<file path="src/rtl/io_bus_arbiter.sv">
// io_bus_arbiter: two-master round-robin arbiter for the io_devices read and write channels, with timeout
module io_bus_arb_ch #(
  parameter int PW       = 4,
  parameter int TO_WIDTH = 8,
  parameter int TIMEOUT  = 200
) (
  input  logic          clk,
  input  logic          reset_i,
  input  logic [1:0]    req_i,
  input  logic [PW-1:0] pay0_i,
  input  logic [PW-1:0] pay1_i,
  input  logic          dev_ack_i,
  output logic          dev_req_o,
  output logic [PW-1:0] dev_pay_o,
  output logic          gnt_o,
  output logic          fin_o,
  output logic [1:0]    ack_o,
  output logic [1:0]    to_o
);
  typedef enum logic [1:0] {IDLE, BUSY, RESP} state_t;
  state_t               state_q, state_d;
  logic                 gnt_q, gnt_d, ptr_q, ptr_d, req_q, req_d, to;
  logic [TO_WIDTH-1:0]  cnt_q, cnt_d;
  logic [PW-1:0]        pay_q, pay_d;
  // state, grant, pointer, timeout counter and registered device request/payload
  always_ff @(posedge clk or negedge reset_i)
    if (!reset_i) begin
      state_q <= IDLE;
      gnt_q   <= 1'b0;
      ptr_q   <= 1'b0;
      req_q   <= 1'b0;
      cnt_q   <= '0;
      pay_q   <= '0;
    end else begin
      state_q <= state_d;
      gnt_q   <= gnt_d;
      ptr_q   <= ptr_d;
      req_q   <= req_d;
      cnt_q   <= cnt_d;
      pay_q   <= pay_d;
    end
  // next state: grant in IDLE, wait for ack or timeout in BUSY, acknowledge master and rotate in RESP
  always_comb begin
    state_d = state_q;
    gnt_d   = gnt_q;
    ptr_d   = ptr_q;
    req_d   = req_q;
    cnt_d   = cnt_q;
    pay_d   = pay_q;
    fin_o   = 1'b0;
    to      = 1'b0;
    case (state_q)
      IDLE: if (|req_i) begin
        gnt_d   = &req_i ? ptr_q : req_i[1];
        pay_d   = gnt_d ? pay1_i : pay0_i;
        req_d   = 1'b1;
        cnt_d   = '0;
        state_d = BUSY;
      end
      BUSY: begin
        cnt_d = cnt_q + 1'b1;
        if (dev_ack_i || cnt_q == TO_WIDTH'(TIMEOUT - 1)) begin
          fin_o   = 1'b1;
          to      = !dev_ack_i;
          req_d   = 1'b0;
          state_d = RESP;
        end
      end
      RESP: begin
        ptr_d   = !gnt_q;
        state_d = IDLE;
      end
      default: state_d = IDLE;
    endcase
  end
  assign dev_req_o = req_q;
  assign dev_pay_o = pay_q;
  assign gnt_o     = gnt_q;
  assign ack_o     = {state_q == RESP && gnt_q, state_q == RESP && !gnt_q};
  assign to_o      = {to && gnt_q, to && !gnt_q};
endmodule

module io_bus_arbiter #(
  parameter int D_WIDTH  = 34,
  parameter int PA_WIDTH = 4,
  parameter int TO_WIDTH = 8,
  parameter int TIMEOUT  = 200
) (
  input  logic                clk,
  input  logic                reset_i,
  input  logic                m0_in_req_i,
  input  logic [PA_WIDTH-1:0] m0_in_addr_i,
  output logic [D_WIDTH-1:0]  m0_in_data_o,
  output logic                m0_in_ack_o,
  input  logic                m1_in_req_i,
  input  logic [PA_WIDTH-1:0] m1_in_addr_i,
  output logic [D_WIDTH-1:0]  m1_in_data_o,
  output logic                m1_in_ack_o,
  input  logic                m0_out_req_i,
  input  logic [PA_WIDTH-1:0] m0_out_addr_i,
  input  logic [D_WIDTH-1:0]  m0_out_data_i,
  output logic                m0_out_ack_o,
  input  logic                m1_out_req_i,
  input  logic [PA_WIDTH-1:0] m1_out_addr_i,
  input  logic [D_WIDTH-1:0]  m1_out_data_i,
  output logic                m1_out_ack_o,
  output logic                dev_read_req_o,
  output logic [PA_WIDTH-1:0] dev_read_addr_o,
  input  logic [D_WIDTH-1:0]  dev_dout_i,
  input  logic                dev_read_ack_i,
  output logic                dev_write_req_o,
  output logic [PA_WIDTH-1:0] dev_write_addr_o,
  output logic [D_WIDTH-1:0]  dev_din_o,
  input  logic                dev_write_ack_i,
  input  logic                err_clr_i,
  output logic [1:0]          err_o
);
  localparam int WP = PA_WIDTH + D_WIDTH;
  logic               rd_gnt, rd_fin, wr_gnt, wr_fin;
  logic [1:0]         rd_ack, rd_to, wr_ack, wr_to;
  logic [WP-1:0]      wr_pay;
  logic [D_WIDTH-1:0] rd0_q, rd0_d, rd1_q, rd1_d, rd_val;
  logic [1:0]         err_q, err_d;

  io_bus_arb_ch #(.PW(PA_WIDTH), .TO_WIDTH(TO_WIDTH), .TIMEOUT(TIMEOUT)) u_rd (
    .clk(clk), .reset_i(reset_i), .req_i({m1_in_req_i, m0_in_req_i}),
    .pay0_i(m0_in_addr_i), .pay1_i(m1_in_addr_i), .dev_ack_i(dev_read_ack_i),
    .dev_req_o(dev_read_req_o), .dev_pay_o(dev_read_addr_o), .gnt_o(rd_gnt),
    .fin_o(rd_fin), .ack_o(rd_ack), .to_o(rd_to)
  );

  io_bus_arb_ch #(.PW(WP), .TO_WIDTH(TO_WIDTH), .TIMEOUT(TIMEOUT)) u_wr (
    .clk(clk), .reset_i(reset_i), .req_i({m1_out_req_i, m0_out_req_i}),
    .pay0_i({m0_out_addr_i, m0_out_data_i}), .pay1_i({m1_out_addr_i, m1_out_data_i}),
    .dev_ack_i(dev_write_ack_i), .dev_req_o(dev_write_req_o), .dev_pay_o(wr_pay),
    .gnt_o(wr_gnt), .fin_o(wr_fin), .ack_o(wr_ack), .to_o(wr_to)
  );

  // read return data is latched per master on completion; a timeout returns zero; sticky errors with set-over-clear
  always_comb begin
    rd_val = |rd_to ? '0 : dev_dout_i;
    rd0_d  = rd_fin && !rd_gnt ? rd_val : rd0_q;
    rd1_d  = rd_fin && rd_gnt ? rd_val : rd1_q;
    err_d  = (err_clr_i ? 2'b00 : err_q) | rd_to | wr_to;
  end

  // master read data and error flag registers
  always_ff @(posedge clk or negedge reset_i)
    if (!reset_i) begin
      rd0_q <= '0;
      rd1_q <= '0;
      err_q <= '0;
    end else begin
      rd0_q <= rd0_d;
      rd1_q <= rd1_d;
      err_q <= err_d;
    end

  assign m0_in_data_o     = rd0_q;
  assign m1_in_data_o     = rd1_q;
  assign m0_in_ack_o      = rd_ack[0];
  assign m1_in_ack_o      = rd_ack[1];
  assign m0_out_ack_o     = wr_ack[0];
  assign m1_out_ack_o     = wr_ack[1];
  assign dev_write_addr_o = wr_pay[WP-1:D_WIDTH];
  assign dev_din_o        = wr_pay[D_WIDTH-1:0];
  assign err_o            = err_q;
  logic unused_wr_fin;
  assign unused_wr_fin = wr_fin;
endmodule
</file>
<file path="config.mk">
export PLATFORM = sky130hd
export DESIGN_NAME = io_bus_arbiter
export DESIGN_NICKNAME = d
export VERILOG_FILES = /design/src/rtl/io_bus_arbiter.sv
export SDC_FILE = /design/constraint.sdc
export NUM_CORES = 1
export LEC_CHECK = 0
export CORE_MARGIN = 5
export CORE_UTILIZATION = 46
export CTS_BUF_LIST = sky130_fd_sc_hd__clkbuf_4
export DETAILED_ROUTE_END_ITERATION = 10
export GPL_TIMING_DRIVEN = 0
export PLACE_DENSITY = 0.91
export SLEW_MARGIN = 20
export SYNTH_ARGS = -nofsm -noshare
export SYNTH_HDL_FRONTEND = slang
export SYNTH_HIERARCHICAL = 1
export SYNTH_SLANG_ARGS = --single-unit
</file>
<file path="constraint.sdc">
create_clock -name clk -period 2.5 [get_ports clk]
set_clock_uncertainty 0.2 [all_clocks]
set_input_delay 0.25 -clock clk [delete_from_list [all_inputs] [get_ports clk]]
set_output_delay 0.25 -clock clk [all_outputs]
set_load 0.03 [all_outputs]
</file>
==> results.json <==
{
  "drtAntennaViolNets": 0,
  "syn_inst": 516,
  "gp_congestion": 0.870,
  "via_per_inst": 5.29,
  "grt_usage": 0.222,
  "tightest_slew_ns": 0.475,
  "clock_latency_ns": 0.54,
  "cts_root_buf": "clkbuf_4",
  "critPathArrivalTime_ns": 2.67,
  "cp_max_fo": 10,
  "layout-area-overhead-vs-synth_pct": 49.1,
  "finalCritPeriodShare": 0.974,
  "syn-num-nets": 645,
  "slew_headroom": 0.681,
  "die_h_um": 129,
  "power_leakage_nw": 4.33,
  "finalSetupViolations": 0,
  "syn_area_um2": 6510,
  "worstSetupPathType": "flop to flop",
  "numPortBuffers": 244,
  "fill_cells": 940,
  "core_um2": 13900,
  "clockBufferDepth": 2,
  "initial_core_util": 0.469,
  "totalWireLength_mm": 19.0,
  "dp_hpwl_mm": 14.1,
  "cp.required_ns": 2.74,
  "drcViolationCount": 0,
  "grt_first_pass_wirelength_mm": 28.8,
  "multi_input_area_um2": 2760,
  "final_core_util": 0.700,
  "first_iter_violations": 277,
  "fin_setup_tns_ns": 0,
  "hold_class": "primary input to flop",
  "wire_per_inst_um": 19.3,
  "htree_levels": 4,
  "finalInstanceArea_um2": 9710,
  "drv_cap": 0,
  "dieArea_um2": 16600,
  "status": "finished clean",
  "regArea_um2": 3450,
  "antenna_found_initial": 1,
  "die_x_um": 129,
  "clkTransAtPathRegs_ns": 0.12,
  "cp-start-kind": "flop",
  "syn_avg_cell_area_um2": 12.6,
  "ios": 245,
  "rr_worst_depth": 9,
  "row_count": 43,
  "yosysWarningCount": 6,
  "cp-end-kind": "flop",
  "grt_max_degree": 87,
  "ff2ff_setup_slack_ns": 0.07,
  "period_needed_ns": 2.43,
  "vdd_drop_max_uv": 728,
  "hold_viol_final": 0,
  "min_path_cells": 2,
  "vias": 5211,
  "place_area_um2": 9210,
  "clock.fmax_mhz": 411,
  "drv_slew": 0,
  "drive_above_1_share": 0.225,
  "first_global_vias": 5633,
  "final_nets": 919,
  "cts_sinks": 138,
  "overflow": 0,
  "numCtsBuffers": 17,
  "dr.pass1.iters": 4,
  "cts_tree": "built",
  "power_density_nw_per_um2": 1280
}
## layout make-up
type	instances	share of cell area
Antenna cell	2	0.000515
Timing Repair Buffer	255	0.267
Clock buffer	17	0.0131
Clock inverter	15	0.0179
Multi-Input combinational cell	338	0.284
Inverter	8	0.00309
Sequential cell	138	0.356
Tap cell	180	0.0232
Buffer	32	0.0356
## flip-flops by register name (all words and copies together), names as in the netlist
name and cells:
u_rd/cnt_q 8, m0_in_data_o 34, u_wr/dev_pay_o 38, u_rd/dev_pay_o 4, err_o 2, u_wr/gnt_o 1
m1_in_data_o 34, u_rd/dev_req_o 1, u_rd/state_q 2, u_wr/ptr_q 1, u_rd/ptr_q 1, u_wr/cnt_q 8
u_wr/dev_req_o 1, u_wr/state_q 2, u_rd/gnt_o 1
## final timing paths
check | from | end
hold / removal | err_clr_i | err_o[1]
setup reg to reg | u_rd/cnt_q[1] | m0_in_data_o[4]
setup / recovery | u_rd/cnt_q[1] | m0_in_data_o[4]
min in group asynchronous | reset_i | u_wr/dev_pay_o[12]
hold reg to reg | u_wr/dev_pay_o[3] | u_wr/dev_pay_o[3]
max in group asynchronous | reset_i | u_wr/gnt_o
## power breakdown
part / total (mW) / switching, mW / internal [mW]
Clock: 1.55 / 0.857 / 0.691
Combinational: 6.90 / 3.72 / 3.18
Sequential: 3.99 / 0.739 / 3.25
Total: 12.4 / 5.31 / 7.12
## what timing repair did
item                                   4_1_cts  5_1_grt
setup buffers                                0        6
hold buffers                                 3        0
pin swaps                                    0        2
endpoints found under the hold margin      138        0
setup endpoints to repair                   65       63
gates cloned                                 0        1
resized for setup                            4       24
## routing by layer
layer | vias up | track usage | wire, um
li1 | 2381 | - | -
met1 | 2500 | 0.244 | 7000
met2 | 281 | 0.381 | 9340
met3 | 49 | 0.0855 | 2000
met4 | 0 | 0.103 | 638
met5 | - | 0 | 0
## critical path: stages (launching register included)
cell     delay [ns]
dfrtp_1        0.41
ha_4           0.19
nand4_4        0.11
nor4_4         0.38
nor2_2         0.09
nor2_2         0.14
nor2b_4        0.18
buf_8          0.16
buf_12         0.16
mux2_4         0.32
## placed cells by master (no fill, tap or decap), types with 13 or more instances in the layout
cell type and count:
buf_6 18, clkbuf_4 20, clkdlybuf4s50_1 239, dfrtp_1 137, mux2_2 27, mux2_4 31, mux2i_1 47, nand2_1 59
nor2_1 17, nor3b_1 35, o21ai_0 13, o21ai_2 33
## through the flow
step	power, mW	std cells	hold slack [ns]	worst slack, ns
floorplan	7.94	516	-0.246	0.251
global placement	10.5	940	0.261	-4.29
detailed placement	10.8	941	-0.00518	-0.0397
CTS	12.3	976	0.0445	0.000261
global route	13.0	985	0.0386	-0.0605
finish	12.4	985	0.0917	0.0655
Note: power is estimated with default switching activity, not from simulation.
